$ cat config.mk
export PLATFORM = sky130hd
export DESIGN_NAME = axis_packetizer_v2
export DESIGN_NICKNAME = d
export VERILOG_FILES = /design/src/rtl/axis_packetizer_v2.sv
export SDC_FILE = /design/constraint.sdc
export NUM_CORES = 1
export LEC_CHECK = 0
export CAP_MARGIN = 20
export CORE_MARGIN = 4
export CORE_UTILIZATION = 45
export DETAILED_ROUTE_END_ITERATION = 6
export PLACE_DENSITY = 0.73
export SLEW_MARGIN = 20
export SYNTH_ARGS = -nofsm -noshare
export SYNTH_HDL_FRONTEND = slang
export SYNTH_SLANG_ARGS = --single-unit
$ cat constraint.sdc
create_clock -name aclk -period 3.1 [get_ports aclk]
set_clock_uncertainty 0.1 [all_clocks]
set_input_delay 0.31 -clock aclk [delete_from_list [all_inputs] [get_ports aclk]]
set_output_delay 0.31 -clock aclk [all_outputs]
set_load 0.03 [all_outputs]
$ cat src/rtl/axis_packetizer_v2.sv
`default_nettype none
// ============================================================================
//  Module   : axis_packetizer_v2
//  Purpose  : Gated AXI4-Stream packetizer. Cuts a continuous sample stream
//             into fixed-length packets (cfg_length+1 beats). It marks the
//             first beat with TUSER and the last beat with TLAST. Runs are
//             started by trg_start. A run ends after cfg_packets packets
//             (0 = unlimited) or after a graceful trg_stop.
//  Ports    :
//    aclk, areset                 clock, synchronous active-high reset
//    cfg_length  [CNTR_WIDTH]     beats per packet minus 1 (latched per packet)
//    cfg_packets [PCNT_WIDTH]     packets per run, 0 = unlimited (on start)
//    trg_start / trg_stop         single-cycle run control pulses
//    sts_busy                     RUN state or output register occupied
//    sts_packets [PCNT_WIDTH]     packets completed in current/last run
//    sts_dropped [32]             beats discarded while idle (saturating)
//    s_axis_*                     sample input stream
//    m_axis_*                     packetized output stream (registered)
//  Revision : 1.0 - initial release
// ============================================================================
module axis_packetizer_v2 #(
  parameter int    AXIS_TDATA_WIDTH = 32,
  parameter int    CNTR_WIDTH       = 32,
  parameter int    PCNT_WIDTH       = 16,
  parameter string NON_BLOCKING     = "FALSE"
) (
  input  logic                        aclk,
  input  logic                        areset,
  input  logic [CNTR_WIDTH-1:0]       cfg_length,
  input  logic [PCNT_WIDTH-1:0]       cfg_packets,
  input  logic                        trg_start,
  input  logic                        trg_stop,
  output logic                        sts_busy,
  output logic [PCNT_WIDTH-1:0]       sts_packets,
  output logic [31:0]                 sts_dropped,
  output logic                        s_axis_tready,
  input  logic [AXIS_TDATA_WIDTH-1:0] s_axis_tdata,
  input  logic                        s_axis_tvalid,
  input  logic                        m_axis_tready,
  output logic [AXIS_TDATA_WIDTH-1:0] m_axis_tdata,
  output logic                        m_axis_tvalid,
  output logic                        m_axis_tlast,
  output logic                        m_axis_tuser
);

  localparam bit C_NB = (NON_BLOCKING == "TRUE");

  typedef enum logic [0:0] {
    ST_IDLE = 1'b0,
    ST_RUN  = 1'b1
  } state_t;

  state_t                      state_q;
  logic [CNTR_WIDTH-1:0]       beat_cnt_q;
  logic [CNTR_WIDTH-1:0]       len_q;
  logic [PCNT_WIDTH-1:0]       pkt_limit_q;
  logic [PCNT_WIDTH-1:0]       pkt_cnt_q;
  logic                        stop_pend_q;
  logic [31:0]                 dropped_q;
  logic [AXIS_TDATA_WIDTH-1:0] tdata_q;
  logic                        tvalid_q;
  logic                        tlast_q;
  logic                        tuser_q;

  logic                        out_en;
  logic                        run;
  logic                        s_ready;
  logic                        accept;
  logic                        accept_run;
  logic                        is_first;
  logic                        is_last;
  logic [CNTR_WIDTH-1:0]       beat_cnt_d;
  logic [PCNT_WIDTH-1:0]       pkt_cnt_d;
  logic                        limit_hit;
  logic                        end_run;

  // Output register may take a new beat when empty or being drained.
  assign out_en     = ~tvalid_q | m_axis_tready;
  assign run        = (state_q == ST_RUN);
  assign s_ready    = run ? out_en : C_NB;
  assign accept     = s_axis_tvalid & s_ready;
  assign accept_run = accept & run;

  assign is_first   = (beat_cnt_q == '0);
  assign is_last    = (beat_cnt_q >= len_q);
  assign beat_cnt_d = beat_cnt_q + CNTR_WIDTH'(1);
  assign pkt_cnt_d  = pkt_cnt_q + PCNT_WIDTH'(1);
  assign limit_hit  = (pkt_limit_q != '0) && (pkt_cnt_d == pkt_limit_q);
  // A finishing packet ends the run on a pending stop, a stop arriving in
  // the same cycle, or when the programmed packet count is reached.
  assign end_run    = stop_pend_q | trg_stop | limit_hit;

  always_ff @(posedge aclk) begin
    if (areset) begin
      state_q     <= ST_IDLE;
      beat_cnt_q  <= '0;
      len_q       <= '0;
      pkt_limit_q <= '0;
      pkt_cnt_q   <= '0;
      stop_pend_q <= 1'b0;
      dropped_q   <= '0;
      tdata_q     <= '0;
      tvalid_q    <= 1'b0;
      tlast_q     <= 1'b0;
      tuser_q     <= 1'b0;
    end else begin
      if (out_en) begin
        tvalid_q <= accept_run;
        if (accept_run) begin
          tdata_q <= s_axis_tdata;
          tlast_q <= is_last;
          tuser_q <= is_first;
        end
      end

      case (state_q)
        ST_IDLE: begin
          if (accept && (dropped_q != '1)) begin
            dropped_q <= dropped_q + 32'd1;
          end
          // Start takes priority over a simultaneous stop in idle.
          if (trg_start) begin
            state_q     <= ST_RUN;
            pkt_limit_q <= cfg_packets;
            len_q       <= cfg_length;
            beat_cnt_q  <= '0;
            pkt_cnt_q   <= '0;
            stop_pend_q <= 1'b0;
          end
        end
        ST_RUN: begin
          if (accept && is_last) begin
            beat_cnt_q <= '0;
            len_q      <= cfg_length;
            pkt_cnt_q  <= pkt_cnt_d;
            if (end_run) begin
              state_q     <= ST_IDLE;
              stop_pend_q <= 1'b0;
            end
          end else begin
            if (accept) begin
              beat_cnt_q <= beat_cnt_d;
            end
            if (trg_stop) begin
              stop_pend_q <= 1'b1;
            end
          end
        end
        default: state_q <= ST_IDLE;
      endcase
    end
  end

  assign s_axis_tready = s_ready;
  assign m_axis_tdata  = tdata_q;
  assign m_axis_tvalid = tvalid_q;
  assign m_axis_tlast  = tlast_q;
  assign m_axis_tuser  = tuser_q;
  assign sts_busy      = run | tvalid_q;
  assign sts_packets   = pkt_cnt_q;
  assign sts_dropped   = dropped_q;

endmodule
`default_nettype wire
==> PnR_summary.wiki <==
{| class="wikitable"
! Metric !! Value
|-
| Status || completed
|-
| Kind of start point of the critical path || register
|-
| Die footprint || 18810 sq um
|-
| Final cell count without fillers || 1268
|-
| Final wirelength || 19590 um
|-
| Final ANT Viol Nets || 0
|-
| Synthesized net count || 991
|-
| Slew at the pin closest to its max-slew limit || 735.4 ps
|-
| Area used by sequential logic in the layout || 3303 sq um
|-
| Top cells by area in the synthesized netlist || sky130_fd_sc_hd__dfxtp_1, sky130_fd_sc_hd__nand2_1, sky130_fd_sc_hd__ha_1
|-
| Number of detailed-routing iterations run before antenna repair || 5
|-
| Vias per std cell || 5.222
|-
| Wire length per cell after detailed routing || 15.45 um
|-
| Register bit total from synthesis || 165
|-
| FF-to-FF End || len_q[13]
|-
| Die Span X || 137.2 um
|-
| Met1 usage in global routing || 27.54%
|-
| Layout cells sized above 1 || 7.129%
|-
| Static leakage || 0.003875 uW
|-
| Max-cap violations || 0
|-
| Syn_area_per_cell || 8.628 sq um
|-
| Top Ports || 171
|-
| Number of instances on the worst hold path || 2
|-
| Largest net degree at the start of global routing || 73
|-
| Cell-by-cell trace of the critical path || ha_1, or4_1, a21oi_1, a2111o_2, a21oi_2, o41ai_4, buf_4, mux2i_1, nor2_1
|-
| Post-synth EDFFs || 0
|-
| Multi-input gate area || 3866 sq um
|-
| TNS Setup || 0 ps
|-
| Global Route Usage Sum || 20.76%
|-
| Arrival time at the worst endpoint || 3050 ps
|-
| Flip-flop cell with the highest count after synthesis || sky130_fd_sc_hd__dfxtp_1
|-
| Post-synthesis cell type count || 58
|-
| Root Buffer || sky130_fd_sc_hd__clkbuf_16
|-
| Required time at the worst-slack endpoint || 3290 ps
|-
| Unrepaired setup endpoints after global routing || no
|-
| Setup crit end kind || register
|-
| Leading cell type in the layout, fill and taps excluded || sky130_fd_sc_hd__clkdlybuf4s50_1
|-
| Number of nets in the layout || 1160
|-
| Commonest cells after routing, fill and taps aside || sky130_fd_sc_hd__clkdlybuf4s50_1, sky130_fd_sc_hd__dfxtp_1, sky130_fd_sc_hd__nand2_1
|-
| Initial antenna violation count || 0
|-
| Hold path start || areset
|-
| Clock tree from TritonCTS || built
|-
| Sink of the worst hold path || len_q[29]
|-
| Inserted Clock Buffers || 17
|-
| Pwr/cell area || 496.3 nW/um^2
|-
| Number of antenna cells inserted || 0
|-
| Effective utilization at floorplan || 46.58%
|-
| Final weighted congestion of routability-driven global placement || 0.9053
|-
| Post-detailed-placement half-perimeter wirelength || 14320 um
|-
| Htree depth || 4
|-
| Area share of the largest cell type after synthesis || 44.01%
|-
| Count of input and output buffers || 170
|-
| Final global-route overflow total || 0
|-
| Worst-case vdd ir drop || 0.0004037 V
|-
| Met3 Use GR || 5.625%
|-
| Slowest cell on the critical path || sky130_fd_sc_hd__or4_1
|-
| Leading area contributor after synthesis || sky130_fd_sc_hd__dfxtp_1
|-
| Count of endpoints failing hold in the final timing report || 0
|-
| Routing layer with the top usage in global route || met2
|-
| Number of standard cells after synthesis || 870
|-
| Area of the core region || 16120 sq um
|-
| Max Fanout on Critical Path || 16
|-
| Register-to-register path setup slack || 230 ps
|-
| # DRC || 0
|-
| Register area share after synthesis || 44.01%
|-
| DRC violation total after the first TritonRoute iteration || 367
|-
| Worst-path clk slew || 70 ps
|-
| Max-slew violations || 0
|-
| Hold Path Class || in -> reg
|-
| Global-route wire length before repair || 31380 um
|-
| Length in cells of the worst reg-to-reg path || 9
|-
| Count of final setup violators || 0
|-
| Async set or reset register ratio after synthesis || 0%
|-
| Count of filler cells inserted in the layout || 1409
|-
| Number of warnings issued by yosys || 0
|-
| Delay contributed by the slowest stage of the critical path || 530 ps
|-
| Slew HR || 50.98%
|-
| Number of buffers inserted by post-CTS setup repair || 0
|-
| Clock insertion delay at the later pin of the skew report || 430 ps
|-
| # hold bufs at CTS || 0
|-
| Fin crit period || 2867 ps
|-
| Vias || 6621
|-
| Worst Path Class, Setup || reg -> reg
|-
| Cell count after placement || 1236
|-
| Met2 Resource Use GR || 32.75%
|-
| Maximum buffer depth of the clock tree || 2
|-
| Vias in the first global route || 6333
|-
| Number of clock sinks seen by CTS || 165
|-
| Final critical-path share of the clock period || 92.49%
|-
| Startpoint of the most critical register-to-register path || beat_cnt_q[1]
|-
| Post-synthesis cell area || 7506 sq um
|-
| CTS-repair resized insts || 0
|-
| Peak clock frequency supported by timing || 0.3488 GHz
|-
| Die boundary height || 137.2 um
|-
| Standard-cell rows || 46
|-
| Area Overhead vs Synth || 33.81%
|}
-- worst max-delay path: cells and delay by family (launching register included) --
family,cells,cell delay (ps)
fa+ha+maj,1,200
flops,1,360
mux,1,220
compound gates,4,850
buf+inv,1,390
simple gates,2,580
-- logic make-up after synthesis --
group	share of synthesized area (%)
mux	4.818
compound gates	10.55
buf+inv	4.584
xor+xnor	5.901
flops	44.01
fa+ha+maj	5.834
simple gates	24.30
-- power by group --
group / leakage [uW] / switching [uW] / internal [uW]
logic: 0.00224 / 343 / 307
registers: 0.00134 / 53.6 / 2200
clock network: 0.000293 / 980 / 1110
total: 0.00388 / 1380 / 3610
-- cells in the mapped netlist (2+ instances only) --
cell type	instances
sky130_fd_sc_hd__dfxtp_1	165
sky130_fd_sc_hd__nand2_1	132
sky130_fd_sc_hd__nor2_1	82
sky130_fd_sc_hd__a21oi_1	72
sky130_fd_sc_hd__inv_1	40
sky130_fd_sc_hd__nor2b_1	37
sky130_fd_sc_hd__ha_1	35
sky130_fd_sc_hd__mux2i_1	35
sky130_fd_sc_hd__clkbuf_1	27
sky130_fd_sc_hd__xnor2_1	27
sky130_fd_sc_hd__nand4_1	24
sky130_fd_sc_hd__nor4_1	21
sky130_fd_sc_hd__xor2_1	21
sky130_fd_sc_hd__nand3_1	20
sky130_fd_sc_hd__nor3_1	14
sky130_fd_sc_hd__and3_1	12
sky130_fd_sc_hd__nand2b_1	10
sky130_fd_sc_hd__o21ai_0	8
sky130_fd_sc_hd__a21o_1	6
sky130_fd_sc_hd__a31oi_1	6
sky130_fd_sc_hd__a211oi_1	5
sky130_fd_sc_hd__and2_1	5
sky130_fd_sc_hd__buf_1	5
sky130_fd_sc_hd__buf_2	5
sky130_fd_sc_hd__o21a_1	5
sky130_fd_sc_hd__a22o_1	3
sky130_fd_sc_hd__buf_6	3
sky130_fd_sc_hd__nor4_2	3
sky130_fd_sc_hd__or2_2	3
sky130_fd_sc_hd__or3_1	3
sky130_fd_sc_hd__or4_1	3
sky130_fd_sc_hd__a21oi_2	2
sky130_fd_sc_hd__a311oi_1	2
sky130_fd_sc_hd__and4_1	2
sky130_fd_sc_hd__buf_4	2
sky130_fd_sc_hd__nand2_2	2
sky130_fd_sc_hd__nor3b_1	2
-- worst max-delay path by stage --
stage / from / to / slack (ps) / depth (start not counted)
6_report: beat_cnt_q[1] / len_q[13] / 230 / 9
2_1_floorplan: m_axis_tvalid / sts_packets[10] / 370 / 8
3_5_place_dp: s_axis_tvalid / sts_packets[10] / 130 / 8
4_1_cts: len_q[7] / sts_packets[10] / 200 / 10
5_1_grt: len_q[9] / len_q[4] / 30 / 11
3_3_place_gp: s_axis_tvalid / sts_packets[10] / 190 / 8
-- final cells by class --
| class | instances | area share (%) |
|---|---|---|
| flip-flops and latches | 165 | 32.89 |
| clock buffers | 18 | 4.373 |
| well taps | 216 | 2.691 |
| multi-input cells | 623 | 38.50 |
| repair buffers | 192 | 18.56 |
| clock inverters | 14 | 1.495 |
| inverters | 40 | 1.495 |
-- metal layers --
layer	vias up	part of all wire [%]
met5	-	0
met4	0	1.7
met3	27	6.4
met2	195	47
met1	3091	45
li1	3308	-
-- per-stage QoR --
step / utilization [%] / power, uW / instance area [sq um] / hold WS [ps] / setup slack, ps
2_1_floorplan: - / 2688 / 7506 / 346.0 / 365.9
3_3_place_gp: 58.63 / 2942 / 9449 / 340.7 / 186.5
3_5_place_dp: 58.63 / 2950 / 9449 / 346.9 / 129.4
4_1_cts: 62.29 / 5038 / 10040 / 264.9 / 200.5
5_1_grt: 62.32 / 5199 / 10040 / 301.4 / 34.57
6_report: 62.32 / 4985 / 10040 / 262.9 / 232.9
-- sequential cells by signal, indices dropped and copies added, names as in the netlist --
signal,count
beat_cnt_q,32
len_q,32
m_axis_tdata,32
sts_dropped,32
pkt_limit_q,16
sts_packets,16
m_axis_tlast,1
m_axis_tuser,1
m_axis_tvalid,1
run,1
stop_pend_q,1
Note: power is estimated with default switching activity, not from simulation.
